### config.mk
export PLATFORM = sky130hd
export DESIGN_NAME = riscv_irq_ctrl_flat
export DESIGN_NICKNAME = d
export VERILOG_FILES = /design/src/rtl/riscv_irq_ctrl_if.sv /design/src/rtl/riscv_irq_ctrl.sv /design/src/flat_wrapper.sv
export SDC_FILE = /design/constraint.sdc
export NUM_CORES = 1
export LEC_CHECK = 0
export ABC_CLOCK_PERIOD_IN_PS = 2450
export BUFFER_PORTS_ARGS = -buffer_cell sky130_fd_sc_hd__buf_2
export CORE_MARGIN = 8
export CORE_UTILIZATION = 35
export CTS_CLUSTER_SIZE = 30
export DETAILED_ROUTE_END_ITERATION = 10
export PLACE_DENSITY = 0.64
export SLEW_MARGIN = 25
export SYNTH_ARGS = -nofsm -noshare
export SYNTH_HDL_FRONTEND = slang
export SYNTH_SLANG_ARGS = --single-unit
### constraint.sdc
create_clock -name clk_i -period 2.45 [get_ports clk_i]
set_input_delay 0.3675 -clock clk_i [delete_from_list [all_inputs] [get_ports clk_i]]
set_output_delay 0.3675 -clock clk_i [all_outputs]
set_load 0.005 [all_outputs]
### src/rtl/riscv_irq_ctrl_if.sv
// Interrupt request bus between riscv_irq_ctrl and the core (plus the raw
// source lines feeding the controller). The controller uses the slave view;
// the core / environment side uses the master view.
interface riscv_irq_ctrl_if #(
   parameter int N_IRQ = 16
);
   localparam int ID_W = (N_IRQ > 1) ? $clog2(N_IRQ) : 1;

   logic [N_IRQ-1:0] irq_src_i;
   logic [N_IRQ-1:0] irq_en_i;
   logic             irq_ret_i;
   logic             irq_req_o;
   logic [ID_W-1:0]  irq_id_o;
   logic [N_IRQ-1:0] irq_pending_o;

   modport slave (
      input  irq_src_i, irq_en_i, irq_ret_i,
      output irq_req_o, irq_id_o, irq_pending_o
   );

   modport master (
      output irq_src_i, irq_en_i, irq_ret_i,
      input  irq_req_o, irq_id_o, irq_pending_o
   );
endinterface

### src/rtl/riscv_irq_ctrl.sv
// Interrupt controller in front of riscv_core: synchronises the raw sources,
// latches them as pending, masks with the core's enable vector and grants the
// lowest enabled index. One request is held until the core returns.
//
// state  | meaning
// IDLE   | no request outstanding; grant lowest enabled pending source
// ACTIVE | request held to the core; id frozen until irq_ret_i
// COOL   | one cycle after return so level sources can drop before re-arbitration
module riscv_irq_ctrl #(
   parameter int               N_IRQ     = 16,
   parameter logic [N_IRQ-1:0] EDGE_SENS = '1
) (
   input  logic              clk_i,
   input  logic              rst_i,
   riscv_irq_ctrl_if.slave   bus
);
   localparam int ID_W = (N_IRQ > 1) ? $clog2(N_IRQ) : 1;

   typedef enum logic [1:0] {IDLE, ACTIVE, COOL} state_t;

   state_t           state;
   logic [N_IRQ-1:0] sync_s1;
   logic [N_IRQ-1:0] sync_s2;
   logic [N_IRQ-1:0] src_prev;
   logic [N_IRQ-1:0] pending;
   logic [N_IRQ-1:0] rise;
   logic [N_IRQ-1:0] cand;
   logic [N_IRQ-1:0] grant_mask;
   logic [N_IRQ-1:0] pending_nxt;
   logic [ID_W-1:0]  winner;
   logic             cand_any;
   logic             grant;
   logic             req_q;
   logic [ID_W-1:0]  id_q;

   // Two-flop synchroniser plus a delayed copy for edge detection. prev
   // resets low so a source already high at reset release counts as an edge.
   always_ff @(posedge clk_i or negedge rst_i) begin
      if (!rst_i) begin
         sync_s1  <= '0;
         sync_s2  <= '0;
         src_prev <= '0;
      end else begin
         sync_s1  <= bus.irq_src_i;
         sync_s2  <= sync_s1;
         src_prev <= sync_s2;
      end
   end

   // Fixed priority: scan downward so the lowest set index is the last write.
   always_comb begin
      rise     = sync_s2 & ~src_prev;
      cand     = pending & bus.irq_en_i;
      winner   = '0;
      cand_any = 1'b0;
      for (int i = N_IRQ - 1; i >= 0; i--) begin
         if (cand[i]) begin
            winner   = ID_W'(i);
            cand_any = 1'b1;
         end
      end
      grant       = (state == IDLE) && cand_any;
      grant_mask  = grant ? (N_IRQ'(1) << winner) : '0;
      // Edge sources: set on rise, cleared on grant, set wins the tie.
      // Level sources simply follow the synchronised input.
      pending_nxt = (EDGE_SENS & ((pending & ~grant_mask) | rise))
                  | (~EDGE_SENS & sync_s2);
   end

   // Pending register update.
   always_ff @(posedge clk_i or negedge rst_i) begin
      if (!rst_i) begin
         pending <= '0;
      end else begin
         pending <= pending_nxt;
      end
   end

   // Request sequencing with registered req/id outputs.
   always_ff @(posedge clk_i or negedge rst_i) begin
      if (!rst_i) begin
         state <= IDLE;
         req_q <= 1'b0;
         id_q  <= '0;
      end else begin
         case (state)
            IDLE: begin
               if (cand_any) begin
                  state <= ACTIVE;
                  req_q <= 1'b1;
                  id_q  <= winner;
               end
            end
            ACTIVE: begin
               if (bus.irq_ret_i) begin
                  state <= COOL;
                  req_q <= 1'b0;
               end
            end
            COOL: begin
               state <= IDLE;
            end
            default: begin
               state <= IDLE;
               req_q <= 1'b0;
            end
         endcase
      end
   end

   assign bus.irq_req_o     = req_q;
   assign bus.irq_id_o      = id_q;
   assign bus.irq_pending_o = pending;
endmodule

### src/flat_wrapper.sv
// flat-port wrapper written by rule: the top's interface ports become plain ports
module riscv_irq_ctrl_flat 
#(
   parameter int               N_IRQ     = 16,
   parameter logic [N_IRQ-1:0] EDGE_SENS = '1
)
  (clk_i, rst_i, bus_irq_src_i, bus_irq_en_i, bus_irq_ret_i, bus_irq_req_o, bus_irq_id_o, bus_irq_pending_o);
  riscv_irq_ctrl_if #(.N_IRQ(N_IRQ)) bus_i ();
  input  logic clk_i;
  input  logic rst_i;
  input wire logic [$bits(bus_i.irq_src_i)-1:0] bus_irq_src_i;
  input wire logic [$bits(bus_i.irq_en_i)-1:0] bus_irq_en_i;
  input wire logic [$bits(bus_i.irq_ret_i)-1:0] bus_irq_ret_i;
  output wire logic [$bits(bus_i.irq_req_o)-1:0] bus_irq_req_o;
  output wire logic [$bits(bus_i.irq_id_o)-1:0] bus_irq_id_o;
  output wire logic [$bits(bus_i.irq_pending_o)-1:0] bus_irq_pending_o;
  assign bus_i.irq_src_i = bus_irq_src_i;
  assign bus_i.irq_en_i = bus_irq_en_i;
  assign bus_i.irq_ret_i = bus_irq_ret_i;
  assign bus_irq_req_o = bus_i.irq_req_o;
  assign bus_irq_id_o = bus_i.irq_id_o;
  assign bus_irq_pending_o = bus_i.irq_pending_o;
  riscv_irq_ctrl #(.N_IRQ(N_IRQ), .EDGE_SENS(EDGE_SENS)) u_core (.clk_i(clk_i), .rst_i(rst_i), .bus(bus_i));
endmodule
Word level (Yosys, flattened, before mapping). Index checks and enable logic that the tools add are counted.

Register bits after elaboration: 71. Input bits: 35. Output and inout bits: 21.

Equal/unequal tests: 4. Shift operators: 1. Muxes and demuxes: 39. Bitwise operators: 7. Reduce and logical (&&, ||, !) cells: 5.

Operator list (count): $mux 4 (16); $and 16x16->16 (3); $not 16->16 (2); $mux 1 (18); $mux 16 (1); $or 16x16->16 (1); $shl 1x4->16 const A (1); $mux 2 (2); $pmux 2 s2 (1); $reduce_and 2->1 (2); $pmux 1 s3 (1); $reduce_and 3->1 (1); $eq 2x1->1 const B (1); $eq 2x2->1 const B (1); $logic_not 2->1 (1); $ne 2x1->1 const B (1); $ne 2x2->1 const B (1); $logic_and 1x1->1 (1); $not 1->1 (1).

Depth between registers and ports, before layout. Gate-level depths: netlist of run 1.

Depth after elaboration: 22. Depth in mapped cells: 6.

Least setup slack after synthesis of run 1. OpenSTA, ideal clock, no wires.

Kind: register to register. Start point: register u_core.pending[1], in the netlist u_core.bus.irq_pending_o[1]. End point: register u_core.id_q[0], in the netlist u_core.bus.irq_id_o[0]. Setup time: 0.125 ns. Data arrival time: 1.463 ns. Required time: 2.325 ns. Setup slack: 0.862 ns. Cell stages (with the launch flop): 6. Path buffers: 0. Cells stage by stage: dfrtp_1 > a22oi_1 > and2_1 > nand2_1 > o21ai_2 > mux2_2.

Longest elaborated chain between the ends: 4.

RTL lines: from (decl) (line riscv_irq_ctrl.sv:25) `logic [N_IRQ-1:0] pending;`; from (signal assigned) (line riscv_irq_ctrl.sv:75) `pending <= pending_nxt;`; $and 16x16->16 * (line riscv_irq_ctrl.sv:53) `cand = pending & bus.irq_en_i;`; $mux 1 (2 in series) (line riscv_irq_ctrl.sv:57) `if (cand[i]) begin`; $reduce_and 2->1 (no source line); to (signal assigned) (line riscv_irq_ctrl.sv:91) `id_q <= winner;`; to (decl) (line riscv_irq_ctrl.sv:34) `logic [ID_W-1:0] id_q;`.

Mark *: on every way between the ends. The rest lies on a longest branch, timed or not. A chain may end at the register's enable or synchronous reset.

Final worst setup path of run 1.
Start point: register u_core.pending[5], in the netlist u_core.bus.irq_pending_o[5]. End point: register u_core.pending[14], in the netlist u_core.bus.irq_pending_o[14].

Longest elaborated chain between the ends: 12.

RTL lines: $and 16x16->16 * (line riscv_irq_ctrl.sv:53); $mux 4 / $mux 1 (equally long branches) (6 in series) (line riscv_irq_ctrl.sv:57); $shl 1x4->16 / $logic_and 1x1->1 (equally long branches) (line riscv_irq_ctrl.sv:63, riscv_irq_ctrl.sv:62); $mux 16 * (line riscv_irq_ctrl.sv:63) `grant_mask = grant ? (N_IRQ'(1) << winner) : '0;`; $not 16->16 * (line riscv_irq_ctrl.sv:66) `pending_nxt = (EDGE_SENS & ((pending & ~grant_mask) | rise))`; $and 16x16->16 * (line riscv_irq_ctrl.sv:66); $or 16x16->16 * (line riscv_irq_ctrl.sv:66); named net u_core.pending_nxt[14] (line riscv_irq_ctrl.sv:29) `logic [N_IRQ-1:0] pending_nxt;`.

Mark *: on every way through the listed nets, which the timed path passes. The rest lies on a longest branch.

==> run_results.csv, run 1 <==
group,metric,value,unit
status,outcome,"completed",
final_layout,final_net_count,299,
synthesis,synth_xor_xnor_area_share,0,
cts,post-cts-setup-buffer-count,0,
timing,post-route-worst-setup-slack,574,ps
setup_path,worstSetupPathType,"reg2reg",
cts,cts_buffers,9,
routing,routed_via_density,4.60,
routing,wire_per_inst,14.0,um
global_route,antenna_found_initial,0,
synthesis,synth-warning-count,0,
synthesis,netlist_instances,197,
global_route,maximum_number_of_pins_on_one_net_before_global_route_repair,42,
placement,port_buffers,55,
final_layout,final_area,0.00315,mm^2
timing,setup_total_negative_slack,0,ps
global_route,grt_pass1_wl,8.50,mm
cts,cts_max_path_buffers,2,
floorplanning,die_area,0.0101,mm^2
routing,drt-pass1-iter-count,5,
synthesis,postSynth.asyncResetShare,1.00,
final_layout,final.fill_count,673,
timing,fin_worst_skew,10.8,ps
routing,detail_route.iter0.violations,64,
setup_path,cp_max_fo,7,
global_route,gr-usage-all-layers,0.111,
setup_path,critPathArrivalTime,2100,ps
hold_path,holdCritPathClass,"in2async",
placement,dp_hpwl,3.87,mm
routing,drt-total-wl,5.16,mm
setup_path,crit_path_start_kind,"flop",
synthesis,synth_ff_type,"sky130_fd_sc_hd__dfrtp_1",
final_layout,multi_input_area,653,um^2
placement,placedInstanceArea,0.00292,mm^2
cts,worst_skew_pair.late_latency,340,ps
global_route,number_of_global_route_vias_before_repair,1762,
timing,final-hold-violation-count,0,
floorplanning,initial_util,0.352,
timing,min_period_over_period,0.766,
synthesis,synth_cell_types,28,
pwr,peakVddDrop,0.000322,V
pwr,p_leak,0.00148,uW
final_layout,ff_latch_area,0.00178,mm^2
synthesis,area_fraction_of_the_dominant_cell_type_after_synthesis,0.710,
routing,postRouteAntennaNets,0,
synthesis,synth-edff-count,0,
synthesis,post_synth.cell_area_avg,12.7,um^2
synthesis,yosysSeqAreaShare,0.710,
synthesis,synthTopCellsByArea,"sky130_fd_sc_hd__dfrtp_1 71%, sky130_fd_sc_hd__a21oi_1 3.0%, sky130_fd_sc_hd__nor2b_1 2.8%",
timing,timing.slew.headroom,0.533,
cts,ctsHtreeMaxLevel,3,
timing,fin_worst_hold_slack,63.0,ps
floorplanning,dieHeight,101,um
synthesis,synth_area_leader_cell,"sky130_fd_sc_hd__dfrtp_1",
cts,cts_root_buf,"sky130_fd_sc_hd__clkbuf_8",
floorplanning,io_pins,56,
cts,ctsHoldBuffers,0,
job,timing.max_cap.violations,0,
setup_path,worstSetupEndpointType,"flop",
cts,clk_transition_reported_paths,80,ps
setup_path,r2r_setup_slack,570,ps
routing,dr_total_vias,1691,
final_layout,final_layout_size_suffix_gt1_frac,0.312,
synthesis,mappedNetlistArea,0.00250,mm^2
timing,drv_slew,0,
setup_path,required,2680,ps
synthesis,synth_nets,232,
timing,worstMarginPinSlew,700,ps
synthesis,main_combinational_cell_family_by_area_after_synthesis,"compound AO/OA/AOI/OAI gates",
cts,clock_sinks,71,
timing,fmaxAchievable,0.533,GHz
routing,remaining_drc_errors,0,
cts,quantity_of_gates_resized_following_cts,0,
synthesis,post-synth-top-count-cell,"sky130_fd_sc_hd__dfrtp_1",
placement,gp_congestion,0.920,
synthesis,synthTopCellsByCount,"71 x sky130_fd_sc_hd__dfrtp_1, 18 x sky130_fd_sc_hd__inv_1, 18 x sky130_fd_sc_hd__nand2_1",
synthesis,ys_ff_latch,71,
floorplanning,core_area,0.00710,mm^2
synthesis,yosys.area_share.simple,0.0985,
cts,cts_tree,"built",
global_route,grt-ovfl-total,0,
timing,grt_setup_unrepaired,"false",
timing,report.final.setup_viol,0,
synthesis,muxShareOfSynthArea,0.00900,
timing,final_period_minus_worst_setup_slack,1880,ps
pwr,power.density_cell_area,927,mW/mm^2
synthesis,post_synthesis_share_of_cell_area_spent_on_full_adders_half_adders_and_majority_gates,0,
placement,place_worst_setup_slack,533,ps
synthesis,synth-compound-area-share,0.154,
floorplanning,fp-row-count,31,
final_layout,area.growth.synth_to_final,25.8,%
final_layout,diodes,0,
floorplanning,chipWidth,101,um
-- logic make-up after synthesis --
family / Yosys count
and+or+nand+nor: 48
DFF: 71
AOI/OAI and AO/OA: 57
buffers and inverters: 19
muxes: 2
-- flip-flops by register name (all words and copies together) (netlist names) --
| register | count |
|---|---|
| u_core.bus.irq_id_o | 4 |
| u_core.bus.irq_pending_o | 16 |
| u_core.bus.irq_req_o | 1 |
| u_core.src_prev | 16 |
| u_core.state | 2 |
| u_core.sync_s1 | 16 |
| u_core.sync_s2 | 16 |
-- cells in the final DEF, fill, tap and decap left out, types with 6 or more instances in the layout --
master,synthesis,layout
sky130_fd_sc_hd__o21ai_0,6,6
sky130_fd_sc_hd__o21ai_1,10,10
sky130_fd_sc_hd__nand3_1,6,6
sky130_fd_sc_hd__a22oi_1,6,6
sky130_fd_sc_hd__buf_2,0,55
sky130_fd_sc_hd__dfrtp_1,71,71
sky130_fd_sc_hd__nor2b_1,11,11
sky130_fd_sc_hd__a21oi_1,15,15
sky130_fd_sc_hd__nand2_1,18,18
sky130_fd_sc_hd__inv_1,18,18
sky130_fd_sc_hd__clkbuf_8,0,9
-- per-stage QoR --
step,power (uW),utilization,cells
2_1_floorplan,1700,-,197
3_3_place_gp,1930,0.412,352
3_5_place_dp,1940,0.412,352
4_1_cts,2960,0.443,368
5_1_grt,3090,0.443,368
6_report,2920,0.443,368
-- cell type report --
class	count	area share
clock buffer	9	0.0394
inverter	18	0.0215
timing repair buffer	57	0.0963
tap	99	0.0394
multi-input combinational	107	0.208
clock inverter	7	0.0310
sequential	71	0.565
-- worst max-delay path, stage by stage, from the launching register on --
cell	delay, ps
sky130_fd_sc_hd__dfrtp_1	440
sky130_fd_sc_hd__a22o_1	280
sky130_fd_sc_hd__a21oi_1	130
sky130_fd_sc_hd__o31ai_1	110
sky130_fd_sc_hd__a21boi_2	380
sky130_fd_sc_hd__nor2b_1	330
sky130_fd_sc_hd__o21ai_1	100
-- layer usage --
layer	vias up	global-route usage	part of all wire
li1	808	-	-
met1	810	0.130	0.44
met2	58	0.169	0.47
met3	15	0.0470	0.067
met4	0	0.0593	0.023
met5	-	0	0
-- worst paths after layout --
kind / start / end / cells after the start
worst max-delay path: u_core.bus.irq_pending_o[5]$_DFF_PN0_ / u_core.bus.irq_pending_o[14]$_DFF_PN0_ / 6
worst min-delay path: rst_i / u_core.bus.irq_req_o$_DFFE_PN0P_ / 1
worst max register to register: u_core.bus.irq_pending_o[5]$_DFF_PN0_ / u_core.bus.irq_pending_o[14]$_DFF_PN0_ / 6
worst min register to register: u_core.sync_s1[5]$_DFF_PN0_ / u_core.sync_s2[5]$_DFF_PN0_ / 0
max in group asynchronous: rst_i / u_core.src_prev[9]$_DFF_PN0_ / 2
min in group clk_i: bus_irq_src_i[10] / u_core.sync_s1[10]$_DFF_PN0_ / 1
-- where the power goes --
group | switching [uW] | internal (uW) | leakage (uW) | total (uW)
registers | 84.6 | 1300 | 0.000791 | 1390
clock network | 435 | 574 | 0.000105 | 1010
logic | 281 | 240 | 0.000587 | 521
total | 801 | 2120 | 0.00148 | 2920
Note: power is estimated with default switching activity, not from simulation.
==> run 2, diff against run 1 <==
ABC_CLOCK_PERIOD_IN_PS = 1700   (was 2450)
PLACE_DENSITY = 0.66   (was 0.64)
clock period = 1.7 ns   (was 2.45 ns; I/O delays follow)
==> run_results.csv, run 2 (synthesis gave the netlist of run 1 again) <==
group,metric,value,unit
setup_path,cp_max_fo,7,
cts,cts_tree,"built",
setup_path,worstSetupPathType,"reg2reg",
routing,m1WireLength,2.43,mm
placement,port_buffers,55,
final_layout,area.growth.synth_to_final,45.3,%
cts,worst_skew_pair.late_latency,340,ps
pwr,power_frac_seq,0.448,
floorplanning,io_pins,56,
routing,dr_total_vias,1839,
floorplanning,core_area,0.00710,mm^2
routing,met3WireLength,342,um
global_route,antenna_found_initial,0,
timing,fmaxAchievable,0.580,GHz
cts,ctsHtreeMaxLevel,3,
routing,routed.top_layer,"met4",
cts,clock_sinks,71,
final_layout,commonest_non_fill_non_tap_cells_in_the_layout,"70 x sky130_fd_sc_hd__dfrtp_1, 55 x sky130_fd_sc_hd__buf_2, 28 x sky130_fd_sc_hd__buf_4",
pwr,p_leak,0.00168,uW
floorplanning,chipWidth,101,um
placement,placedInstanceArea,0.00307,mm^2
setup_path,r2r_setup_slack,-20,ps
pwr,p_comb_frac,0.247,
cts,cts_buffers,9,
floorplanning,dieHeight,101,um
routing,postRouteAntennaNets,0,
pwr,peakVddDrop,0.000453,V
status,outcome,"finished with violations",
hold_path,holdCritPathClass,"in2reg",
cts,cts_max_path_buffers,2,
pwr,cellInternalPower,3190,uW
final_layout,diodes,0,
timing,fin_worst_skew,11.8,ps
timing,setup_total_negative_slack,-54.7,ps
global_route,gr-usage-all-layers,0.115,
timing,report.final.setup_viol,4,
global_route,grt_pass1_wl,8.76,mm
setup_path,critPathArrivalTime,1940,ps
status,failed_checks,"negative setup slack",
cts,clk_transition_reported_paths,80,ps
timing,drv_slew,0,
routing,wl_met2,2.82,mm
floorplanning,die_area,0.0101,mm^2
final_layout,final_net_count,336,
floorplanning,initial_util,0.352,
global_route,maximum_number_of_pins_on_one_net_before_global_route_repair,29,
setup_path,crit_path_start_kind,"flop",
routing,wire_per_inst,14.2,um
pwr,power.clock.fraction,0.306,
placement,gp_congestion,0.841,
routing,drt-total-wl,5.77,mm
job,timing.max_cap.violations,0,
placement,dp_hpwl,4.00,mm
timing,min_period_over_period,1.01,
routing,remaining_drc_errors,0,
floorplanning,fp-row-count,31,
final_layout,final_area,0.00363,mm^2
routing,detail_route.iter0.violations,89,
timing,grt_setup_unrepaired,"true",
timing,timing.slew.headroom,0.701,
pwr,power.density_cell_area,1230,mW/mm^2
global_route,number_of_global_route_vias_before_repair,1849,
setup_path,required,1920,ps
timing,worstMarginPinSlew,449,ps
routing,drt-pass1-iter-count,4,
timing,final-hold-violation-count,0,
final_layout,most_common_library_cell_in_the_layout_ignoring_fill_and_taps,"sky130_fd_sc_hd__dfrtp_1",
setup_path,worstSetupEndpointType,"flop",
global_route,grt-ovfl-total,0,
final_layout,layout.core_utilization,0.512,
cts,cts_root_buf,"sky130_fd_sc_hd__clkbuf_8",
timing,post-route-worst-setup-slack,-23.1,ps
final_layout,final_layout_size_suffix_gt1_frac,0.461,
routing,routed_via_density,4.54,
pwr,power_switching_share,0.283,
timing,final_period_minus_worst_setup_slack,1720,ps
pwr,switchingPower,1260,uW
run 2: changes by cell type in the layout (fill, tap and decap cells not counted), sizes merged:
cell	before	now
clkinvlp	2	1
buf	57	85
o311a	1	2
clkbuf	9	11
bufinv	2	1
dlygate4sd3	0	8
run 2: final cells by class:
cell class                 count  area [um^2]
inverter                      18         67.6
timing repair buffer          93          606
sequential                    71         1780
multi-input combinational    108          852
clock inverter                 5         56.3
fill                         614         3460
clock buffer                  11          151
tap                           99          124
run 2: repair_timing:
action / CTS / global route
pin swaps: 6 / 10
cloned: 0 / 1
setup buffers: 3 / 7
resized for setup: 5 / 33
hold buffers: 8 / 0
endpoints found under the setup margin: 11 / 15
hold endpoints to repair: 23 / 0
run 2: metrics by stage:
step                total power [uW]  instances  setup slack, ps  hold slack (ps)
finish                          4450        405            -23.1             22.7
global route                    4710        405            -65.7          -0.0147
CTS                             4330        397            -13.6            0.800
detailed placement              2890        370             -106              223
global placement                2870        370            -50.5              222
floorplan                       2450        197              112            -40.6
run 2: power groups by stage:
stage / logic, uW / registers (uW) / clock network, uW
finish: 1100 / 1990 / 1360
global route: 1210 / 2020 / 1480
CTS: 928 / 1990 / 1410
detailed placement: 876 / 2010 / 0
global placement: 865 / 2010 / 0
floorplan: 429 / 2020 / 0
run 2: worst paths after layout:
kind                                                       start                                      to  cells after the start
max                        u_core.bus.irq_pending_o[5]$_DFF_PN0_  u_core.bus.irq_pending_o[10]$_DFF_PN0_                      6
min                                             bus_irq_src_i[1]             u_core.sync_s1[1]$_DFF_PN0_                      1
max reg2reg                u_core.bus.irq_pending_o[5]$_DFF_PN0_  u_core.bus.irq_pending_o[10]$_DFF_PN0_                      6
min reg2reg                         u_core.sync_s1[13]$_DFF_PN0_            u_core.sync_s2[13]$_DFF_PN0_                      0
max in group asynchronous                                  rst_i   u_core.bus.irq_pending_o[7]$_DFF_PN0_                      3
min in group asynchronous                                  rst_i   u_core.bus.irq_pending_o[3]$_DFF_PN0_                      2
run 2: worst max-delay path, stage by stage (launching register included):
cell,delay [ps]
sky130_fd_sc_hd__dfrtp_1,420
sky130_fd_sc_hd__a22o_4,300
sky130_fd_sc_hd__a21oi_4,140
sky130_fd_sc_hd__o31ai_4,100
sky130_fd_sc_hd__a21boi_4,320
sky130_fd_sc_hd__nor2b_4,260
sky130_fd_sc_hd__o21ai_2,70
run 2: layer usage:
metal	track usage	up-vias
li1	-	895
met1	0.130	867
met2	0.181	61
met3	0.0401	16
met4	0.0791	0
met5	0	-
